$ cat src/rtl/gru_gate_scheduler_if.sv
// Handshake and ROM/MAC control bundle between the GRU gate scheduler
// and its environment (weight ROMs, shared MAC, activation stage).
interface gru_gate_scheduler_if #(
  parameter int BW = 7,
  parameter int AW = 11
);
  logic          start;
  logic          busy;
  logic          done;
  logic          bias_rd;
  logic [BW-1:0] bias_addr;
  logic          w_rd;
  logic          w_sel;
  logic [AW-1:0] w_addr;
  logic          mac_load;
  logic          mac_en;
  logic          mac_last;
  logic          vec_sel;
  logic [4:0]    vec_idx;
  logic          rec_gated;
  logic [1:0]    gate;
  logic [4:0]    unit;
  logic          res_valid;
  logic          res_ready;

  modport master (
    input  start, res_ready,
    output busy, done, bias_rd, bias_addr, w_rd, w_sel, w_addr,
           mac_load, mac_en, mac_last, vec_sel, vec_idx, rec_gated,
           gate, unit, res_valid
  );

  modport slave (
    output start, res_ready,
    input  busy, done, bias_rd, bias_addr, w_rd, w_sel, w_addr,
           mac_load, mac_en, mac_last, vec_sel, vec_idx, rec_gated,
           gate, unit, res_valid
  );
endinterface

$ cat src/rtl/gru_gate_scheduler.sv
// Walks gates z,r,h over all units, issuing bias/weight ROM reads and
// ROM-aligned MAC strobes, then offers each pre-activation via valid/ready.
module gru_gate_scheduler #(
  parameter int N_IN   = 24,
  parameter int N_UNIT = 24,
  parameter int BW     = 7,
  parameter int AW     = 11
) (
  input logic clk,
  input logic rst,
  gru_gate_scheduler_if.master sch
);

  localparam int C_LAST = N_IN + N_UNIT;
  localparam int CW     = $clog2(C_LAST + 1);

  localparam logic [1:0] S_IDLE   = 2'd0;
  localparam logic [1:0] S_ISSUE  = 2'd1;
  localparam logic [1:0] S_DRAIN  = 2'd2;
  localparam logic [1:0] S_RESULT = 2'd3;

  logic [1:0]    state_q, state_d;
  logic [CW-1:0] c_q, c_d;
  logic [1:0]    g_q, g_d;
  logic [4:0]    u_q, u_d;
  logic [4:0]    k_q, k_d;
  logic          last_unit;
  logic          issue_d;

  logic          busy_q, done_q, bias_rd_q, w_rd_q, w_sel_q;
  logic [BW-1:0] bias_addr_q;
  logic [AW-1:0] w_addr_q;
  logic          mac_load_q, mac_en_q, mac_last_q, vec_sel_q, rec_gated_q;
  logic [4:0]    vec_idx_q;
  logic          res_valid_q;

  assign last_unit = (g_q == 2'd2) && (u_q == 5'(N_UNIT - 1));
  assign issue_d   = (state_d == S_ISSUE);

  always_comb begin
    state_d = state_q;
    c_d     = c_q;
    g_d     = g_q;
    u_d     = u_q;
    case (state_q)
      S_IDLE: begin
        if (sch.start) begin
          state_d = S_ISSUE;
          c_d     = '0;
          g_d     = 2'd0;
          u_d     = 5'd0;
        end
      end
      S_ISSUE: begin
        if (c_q == CW'(C_LAST)) begin
          state_d = S_DRAIN;
          c_d     = '0;
        end else begin
          c_d = c_q + CW'(1);
        end
      end
      S_DRAIN: state_d = S_RESULT;
      S_RESULT: begin
        if (sch.res_ready) begin
          c_d = '0;
          if (last_unit) begin
            state_d = S_IDLE;
            g_d     = 2'd0;
            u_d     = 5'd0;
          end else if (u_q == 5'(N_UNIT - 1)) begin
            state_d = S_ISSUE;
            g_d     = g_q + 2'd1;
            u_d     = 5'd0;
          end else begin
            state_d = S_ISSUE;
            u_d     = u_q + 5'd1;
          end
        end
      end
      default: state_d = S_IDLE;
    endcase
  end

  // Step 0 is the bias read; steps 1..N_IN input terms, the rest recurrent.
  always_comb begin
    k_d = 5'd0;
    if (c_d == '0)
      k_d = 5'd0;
    else if (c_d <= CW'(N_IN))
      k_d = 5'(c_d - CW'(1));
    else
      k_d = 5'(c_d - CW'(N_IN + 1));
  end

  always_ff @(posedge clk) begin
    if (rst) begin
      state_q     <= S_IDLE;
      c_q         <= '0;
      g_q         <= 2'd0;
      u_q         <= 5'd0;
      k_q         <= 5'd0;
      busy_q      <= 1'b0;
      done_q      <= 1'b0;
      bias_rd_q   <= 1'b0;
      bias_addr_q <= '0;
      w_rd_q      <= 1'b0;
      w_sel_q     <= 1'b0;
      w_addr_q    <= '0;
      mac_load_q  <= 1'b0;
      mac_en_q    <= 1'b0;
      mac_last_q  <= 1'b0;
      vec_sel_q   <= 1'b0;
      vec_idx_q   <= 5'd0;
      rec_gated_q <= 1'b0;
      res_valid_q <= 1'b0;
    end else begin
      state_q     <= state_d;
      c_q         <= c_d;
      g_q         <= g_d;
      u_q         <= u_d;
      k_q         <= k_d;
      busy_q      <= (state_d != S_IDLE);
      done_q      <= (state_q == S_RESULT) && sch.res_ready && last_unit;
      bias_rd_q   <= issue_d && (c_d == '0);
      bias_addr_q <= BW'(g_d) * BW'(N_UNIT) + BW'(u_d);
      w_rd_q      <= issue_d && (c_d != '0);
      w_sel_q     <= issue_d && (c_d > CW'(N_IN));
      w_addr_q    <= AW'(k_d) * AW'(3 * N_UNIT) + AW'(g_d) * AW'(N_UNIT) + AW'(u_d);
      // MAC controls trail the ROM strobes by the one-cycle read latency.
      mac_load_q  <= bias_rd_q;
      mac_en_q    <= w_rd_q;
      vec_sel_q   <= w_sel_q;
      vec_idx_q   <= k_q;
      rec_gated_q <= w_rd_q && w_sel_q && (g_q == 2'd2);
      mac_last_q  <= w_rd_q && w_sel_q && (k_q == 5'(N_UNIT - 1));
      res_valid_q <= (state_d == S_RESULT);
    end
  end

  assign sch.busy      = busy_q;
  assign sch.done      = done_q;
  assign sch.bias_rd   = bias_rd_q;
  assign sch.bias_addr = bias_addr_q;
  assign sch.w_rd      = w_rd_q;
  assign sch.w_sel     = w_sel_q;
  assign sch.w_addr    = w_addr_q;
  assign sch.mac_load  = mac_load_q;
  assign sch.mac_en    = mac_en_q;
  assign sch.mac_last  = mac_last_q;
  assign sch.vec_sel   = vec_sel_q;
  assign sch.vec_idx   = vec_idx_q;
  assign sch.rec_gated = rec_gated_q;
  assign sch.gate      = g_q;
  assign sch.unit      = u_q;
  assign sch.res_valid = res_valid_q;

endmodule

$ cat src/flat_wrapper.sv
// flat-port wrapper written by rule: the top's interface ports become plain ports
module gru_gate_scheduler_flat 
#(
  parameter int N_IN   = 24,
  parameter int N_UNIT = 24,
  parameter int BW     = 7,
  parameter int AW     = 11
)
  (clk, rst, sch_start, sch_res_ready, sch_busy, sch_done, sch_bias_rd, sch_bias_addr, sch_w_rd, sch_w_sel, sch_w_addr, sch_mac_load, sch_mac_en, sch_mac_last, sch_vec_sel, sch_vec_idx, sch_rec_gated, sch_gate, sch_unit, sch_res_valid);
  gru_gate_scheduler_if #(.BW(BW), .AW(AW)) sch_i ();
  input logic clk;
  input logic rst;
  input wire logic [$bits(sch_i.start)-1:0] sch_start;
  input wire logic [$bits(sch_i.res_ready)-1:0] sch_res_ready;
  output wire logic [$bits(sch_i.busy)-1:0] sch_busy;
  output wire logic [$bits(sch_i.done)-1:0] sch_done;
  output wire logic [$bits(sch_i.bias_rd)-1:0] sch_bias_rd;
  output wire logic [$bits(sch_i.bias_addr)-1:0] sch_bias_addr;
  output wire logic [$bits(sch_i.w_rd)-1:0] sch_w_rd;
  output wire logic [$bits(sch_i.w_sel)-1:0] sch_w_sel;
  output wire logic [$bits(sch_i.w_addr)-1:0] sch_w_addr;
  output wire logic [$bits(sch_i.mac_load)-1:0] sch_mac_load;
  output wire logic [$bits(sch_i.mac_en)-1:0] sch_mac_en;
  output wire logic [$bits(sch_i.mac_last)-1:0] sch_mac_last;
  output wire logic [$bits(sch_i.vec_sel)-1:0] sch_vec_sel;
  output wire logic [$bits(sch_i.vec_idx)-1:0] sch_vec_idx;
  output wire logic [$bits(sch_i.rec_gated)-1:0] sch_rec_gated;
  output wire logic [$bits(sch_i.gate)-1:0] sch_gate;
  output wire logic [$bits(sch_i.unit)-1:0] sch_unit;
  output wire logic [$bits(sch_i.res_valid)-1:0] sch_res_valid;
  assign sch_i.start = sch_start;
  assign sch_i.res_ready = sch_res_ready;
  assign sch_busy = sch_i.busy;
  assign sch_done = sch_i.done;
  assign sch_bias_rd = sch_i.bias_rd;
  assign sch_bias_addr = sch_i.bias_addr;
  assign sch_w_rd = sch_i.w_rd;
  assign sch_w_sel = sch_i.w_sel;
  assign sch_w_addr = sch_i.w_addr;
  assign sch_mac_load = sch_i.mac_load;
  assign sch_mac_en = sch_i.mac_en;
  assign sch_mac_last = sch_i.mac_last;
  assign sch_vec_sel = sch_i.vec_sel;
  assign sch_vec_idx = sch_i.vec_idx;
  assign sch_rec_gated = sch_i.rec_gated;
  assign sch_gate = sch_i.gate;
  assign sch_unit = sch_i.unit;
  assign sch_res_valid = sch_i.res_valid;
  gru_gate_scheduler #(.N_IN(N_IN), .N_UNIT(N_UNIT), .BW(BW), .AW(AW)) u_core (.clk(clk), .rst(rst), .sch(sch_i));
endmodule
$ cat config.mk
export PLATFORM = sky130hd
export DESIGN_NAME = gru_gate_scheduler_flat
export DESIGN_NICKNAME = d
export VERILOG_FILES = /design/src/rtl/gru_gate_scheduler_if.sv /design/src/rtl/gru_gate_scheduler.sv /design/src/flat_wrapper.sv
export SDC_FILE = /design/constraint.sdc
export NUM_CORES = 1
export LEC_CHECK = 0
export CAP_MARGIN = 5
export CORE_ASPECT_RATIO = 0.7
export CORE_MARGIN = 3
export CORE_UTILIZATION = 47
export DETAILED_ROUTE_END_ITERATION = 8
export PLACE_DENSITY = 0.86
export SYNTH_ARGS = -nofsm -noshare
export SYNTH_HDL_FRONTEND = slang
export SYNTH_SLANG_ARGS = --single-unit
export TNS_END_PERCENT = 100
$ cat constraint.sdc
create_clock -name clk -period 6.15 [get_ports clk]
set_clock_uncertainty 0.2 [all_clocks]
set_input_delay 1.23 -clock clk [delete_from_list [all_inputs] [get_ports clk]]
set_output_delay 1.23 -clock clk [all_outputs]
set_load 0.01 [all_outputs]
# After elaboration in Yosys (flattened, before gate mapping)
# Cells that the tools add are included.
# op_classes
add_sub_neg,8
mul,3
n_lt_le_gt_ge,2
eq_ne,9
n_mux,21
n_reduce_logical,13
# op_table
operator,n
$mux 5,6
$mux 6,3
$pmux 6 s3,1
$mux 2,7
$add 11x5->11,1
$add 11x7->11,1
$eq 5x5->1 const B,2
$pmux 5 s2,1
$logic_and 1x1->1,9
$eq 2x2->1 const B,4
$mul 2x2->4 const B,2
$mul 5x4->8 const B,1
$pmux 2 s4,1
$add 7x5->7,1
$add 6x1->6 const B,1
$eq 6x6->1 const B,1
$gt 6x5->1 const B,1
$le 6x5->1 const B,1
$logic_not 6->1,1
$reduce_bool 6->1,1
$add 5x1->5 const B,1
$sub 5x1->5 const B,1
$sub 5x5->5 const B,1
$eq 2x1->1 const B,2
other kinds (5),5
# word_totals
ff_bits,54
out_inout_bits,41
wordCells,75

# Longest topological paths before layout
# logic_depth
word_depth,9
ltp_mapped,24
depth_no_buf,23

# Worst setup path after synthesis
# OpenSTA, ideal clock, no wires.
# synth_path
path_type,input -> register
start,in sch_res_ready
end,"reg u_core.w_addr_q[10], in the netlist u_core.sch.w_addr[10]"
setup_time_ps,123
arrival_time_ps,5533
path_slack_ps,294
cell_stages,22
n_path_buf,1
path_cell_list,nor2b_2 > or3_1 > clkbuf_2 > a22oi_1 > ha_1 > nand4_1 > a31oi_1 > ha_1 > inv_1 > a31oi_1 > or2_2 > nor2_1 > ha_1 > ha_1 > ha_1 > nor2b_1 > o21ai_0 > nand2b_1 > and2_1 > nor2_1 > a22oi_2 > mux2_1
# synth_between
elab_chain_len,8
elab_cells_between_ends,16
cone_classes,add/sub: 4; mul: 2; order compare: 1; mux: 8; reduce/logical: 1
# synth_rtl
item,line,text
from (decl),flat_wrapper.sv:14,input wire logic [$bits(sch_i.res_ready)-1:0] sch_res_ready;
$mux 6 (*),gru_gate_scheduler.sv:64,if (sch.res_ready) begin
$pmux 6 s3 (*),gru_gate_scheduler.sv:45,case (state_q)
"$sub 5x5->5, or another cell as far along",gru_gate_scheduler.sv:92,k_d = 5'(c_d - CW'(N_IN + 1));
$mux 5,gru_gate_scheduler.sv:89,else if (c_d <= CW'(N_IN))
$mux 5 (*),gru_gate_scheduler.sv:87,if (c_d == '0)
net u_core.k_d[3],gru_gate_scheduler.sv:26,"logic [4:0] k_q, k_d;"
$mul 5x4->8 (*),gru_gate_scheduler.sv:128,w_addr_q <= AW'(k_d) * AW'(3 * N_UNIT) + AW'(g_d) * AW'(N_UNIT) + AW'(u_d);
$add 11x7->11 (*),gru_gate_scheduler.sv:128,
$add 11x5->11 (*),gru_gate_scheduler.sv:128,
to (signal assigned),gru_gate_scheduler.sv:128,
to (decl),gru_gate_scheduler.sv:32,logic [AW-1:0] w_addr_q;
# Mark *: on every way through the listed nets, which the timed path passes. The rest lies on a longest branch.
# A chain may end at the register's enable or synchronous reset.

# Worst setup path after layout
# Same ends and word-level chain as after synthesis.

==> reports/results.tsv <==
stage	metric	value	unit
power	leakage	0.001382	uW
synth	cell area after synthesis	2557	um^2
run	max cap viols	0	
synth	yosys warns	0	
routing	vias per inst	5.500	
synth	Synth cell types	55	
setup_path	worst path cell trace	clkdlybuf4s50_1 -> nor2b_2 -> or3_4 -> a22oi_2 -> ha_1 -> nand4_1 -> a31oi_2 -> ha_1 -> inv_1 -> a31oi_1 -> or2_2 -> nor2_2 -> ha_1 -> ha_1 -> ha_1 -> nor2b_1 -> o21ai_0 -> nand2b_1 -> and2_1 -> nor2_1 -> a22oi_2 -> mux2_1	
floorplanning	Core Box Area	5019	um^2
routing	drt pass-1 iters	5	
routing	DRT iter0 DRCs	197	
finish	share of cells above drive strength 1	12.31	%
synth	Synth top area share	37.57	%
setup_path	Setup crit end kind	flop	
setup_path	kind of cell adding the most delay to the critical path	simple AND/OR/NAND/NOR gates	
synth	register area share after synthesis	37.57	%
grt	pin count of the biggest net entering global routing	26	
routing	# DRC	0	
setup_path	critical path buffer and inverter count	2	
setup_path	crit path max-delay cell type	clkdlybuf4s50_1	
clocking	Skew-Pair Late Insertion Delay	300	ps
finish	final cell count without fillers	402	
floorplanning	Die Wd	94.17	um
placed_design	HPWL reported at the end of detailed placement	4477	um
synth	Syn Nets	309	
timing	final setup margin	196.3	ps
placed_design	Setup Slack @ Placement	-156.0	ps
clocking	root buf cell	clkbuf_8	
setup_path	critical path type	in2reg	
grt	initial antenna violation count	0	
clocking	cts bufs inserted	5	
setup_path	most used cell, CP	ha_1	
routing	DR vias	2211	
finish	diodes inserted	0	
clocking	setup repair bufs after CTS	0	
grt	first-pass GRT wire length	9867	um
timing	Final Hold Viols	0	
routing	Routed WL per cell	14.85	um
synth	commonest register cell after synthesis	dfxtp_1	
timing	Slew Viols, Final	0	
timing	Final Setup Violations	0	
floorplanning	# rows	21	
clocking	CTS tree	done	
synth	Post-synth EDFFs	0	
power	Pint	532.8	uW
timing	Max-slew headroom	37.16	%
power	Sw Ratio	27.51	%
placed_design	Port-buffer cells	44	
floorplanning	die area	6376	um^2
floorplanning	Die Y	67.72	um
synth	Synth area leader	dfxtp_1	
outcome	status	complete, no violations	
finish	fin nets	366	
finish	most frequent cells in the layout	dfxtp_1, clkdlybuf4s50_1, nor2_1	
power	power per cell area	223.3	nW/um^2
grt	gr usage total	19.57	%
routing	Post-DRT Antenna Nets	0	
power	Logic pwr share	22.4	%
synth	ys async rst share	0	%
floorplanning	I/O Pins	45	
setup_path	CP arrival	5940	ps
timing	maximum clock frequency	0.1680	GHz
clocking	CTS clk-pin slew, worst paths	90	ps
synth	leading post-synthesis cells by cell area	dfxtp_1, ha_1, nor2b_1, nor2_1, fa_1	
power	Worst VDD drop	0.1440	mV
clocking	CTS Sinks	48	
min_path	min-delay worst type	reg2reg	
power	NetSw	202.2	uW
synth	Yosys reg bits	48	
grt	total grt overflow	0	
placed_design	Cell Count Post-Placement	394	
routing	Total Routed Length	5971	um
power	clock share of power	31.7	%
synth	Mean Syn Cell Area	9.300	um^2
setup_path	startpoint types	input pin	
timing	crit share post-route	96.81	%
floorplanning	Initial Util	50.96	%
clocking	H-tree depth	2	
timing	Tmin final	5954	ps
power	share of power burned in registers	45.9	%
setup_path	CP required	6140	ps
setup_path	Crit Path Max Fanout	4	
finish	most common cell after layout, fill and taps aside	dfxtp_1	
setup_path	Crit path largest cell delay	540	ps
clocking	CTS Buffer Depth	2	
timing	Least-Margin Pin Slew	939.7	ps
synth	Cells after Synth	275	
placed_design	gpl congestion	0.9112	
grt	number of global-route vias before repair	2138	
finish	Area Growth Syn to Fin	28.72	%
==> flip-flops by register name, indices dropped and copies added (netlist names), named ones only <==
register	flops
u_core.c_q	6
u_core.k_q	5
u_core.sch.bias_addr	4
u_core.sch.bias_rd	1
u_core.sch.busy	1
u_core.sch.done	1
u_core.sch.gate	2
u_core.sch.mac_en	1
u_core.sch.mac_last	1
u_core.sch.mac_load	1
u_core.sch.rec_gated	1
u_core.sch.res_valid	1
u_core.sch.unit	2
u_core.sch.vec_idx	5
u_core.sch.vec_sel	1
u_core.sch.w_addr	8
u_core.sch.w_rd	1
u_core.sch.w_sel	1
u_core.state_q	2
==> routing by layer <==
layer | global-route usage (%) | up-vias | wire length, um
li1 | - | 1071 | -
met1 | 26.44 | 1016 | 2750
met2 | 32.16 | 118 | 2671
met3 | 4.566 | 6 | 496
met4 | 4.144 | 0 | 53
met5 | 0 | - | 0
==> synthesized netlist by cell type, drive strengths merged (2+ instances only) <==
cell / count
or2: 3
a211oi: 3
a31oi: 3
o21ai: 12
mux2: 2
nor4: 3
nand3: 5
and4: 2
nand4: 4
nor2b: 23
a22oi: 3
and2: 3
xnor2: 4
nor4b: 2
nor3b: 2
dfxtp: 48
or3: 3
a221oi: 2
and4b: 2
ha: 25
a21boi: 3
inv: 18
clkbuf: 6
fa: 5
a21o: 3
nand2: 7
nand2b: 4
xor2: 3
nor3: 8
nor2: 29
a21oi: 10
and3: 2
a221o: 2
buf: 7
a2111oi: 2
==> power groups by stage <==
stage	logic (uW)	registers, uW	clock network [uW]
6_report	165	337	233
5_1_grt	182	339	246
4_1_cts	160	337	236
3_5_place_dp	157	344	0
3_3_place_gp	154	344	0
2_1_floorplan	81.4	349	0
==> cells by family (layout without fill, tap and decap cells) <==
family | count (synthesis) | in the layout | share of synthesized area, %
AO/OA/AOI/OAI | 51 | 51 | 13.60
XOR/XNOR | 7 | 7 | 2.397
AND/OR/NAND/NOR | 106 | 106 | 23.87
buffers and inverters | 31 | 89 | 5.528
flip-flops | 48 | 48 | 37.57
multiplexers | 2 | 2 | 0.8806
adder cells (fa/ha/maj) | 30 | 30 | 16.14
==> cell type report <==
| cell class | instances | area [um^2] |
|---|---|---|
| Inverter | 18 | 67.56 |
| Tap cell | 69 | 86.33 |
| Timing Repair Buffer | 63 | 583.1 |
| Sequential cell | 48 | 960.9 |
| Clock inverter | 3 | 47.55 |
| Clock buffer | 5 | 68.82 |
| Fill cell | 405 | 1727 |
| Multi-Input combinational cell | 196 | 1478 |
==> final timing paths <==
kind	from	to	slack (ps)	cells past startpoint
max	sch_res_ready	u_core.sch.w_addr[10]	200	22
min	u_core.k_q[1]	u_core.sch.vec_idx[1]	270	1
max reg2reg	u_core.state_q[0]	u_core.sch.w_addr[10]	790	22
min reg2reg	u_core.k_q[1]	u_core.sch.vec_idx[1]	270	1
==> stage by stage <==
| step | TNS (ps) | cell area, um^2 | hold WS (ps) | utilization [%] | total power [uW] |
|---|---|---|---|---|---|
| 5_1_grt | -31.67 | 3292 | 266.2 | 65.59 | 768.0 |
| 4_1_cts | 0 | 3269 | 257.3 | 65.15 | 733.4 |
| 3_3_place_gp | 0 | 3153 | 253.3 | 62.83 | 497.4 |
| 6_report | 0 | 3292 | 267.0 | 65.59 | 735.0 |
| 2_1_floorplan | 0 | 2557 | 230.0 | - | 430.7 |
| 3_5_place_dp | -156.0 | 3153 | 254.4 | 62.83 | 501.7 |
==> repair_timing <==
action	4_1_cts	5_1_grt
endpoints found under the setup margin	0	2
resized for setup	0	6
hold buffers	0	0
No activity file was read; power rests on OpenSTA's default activity.
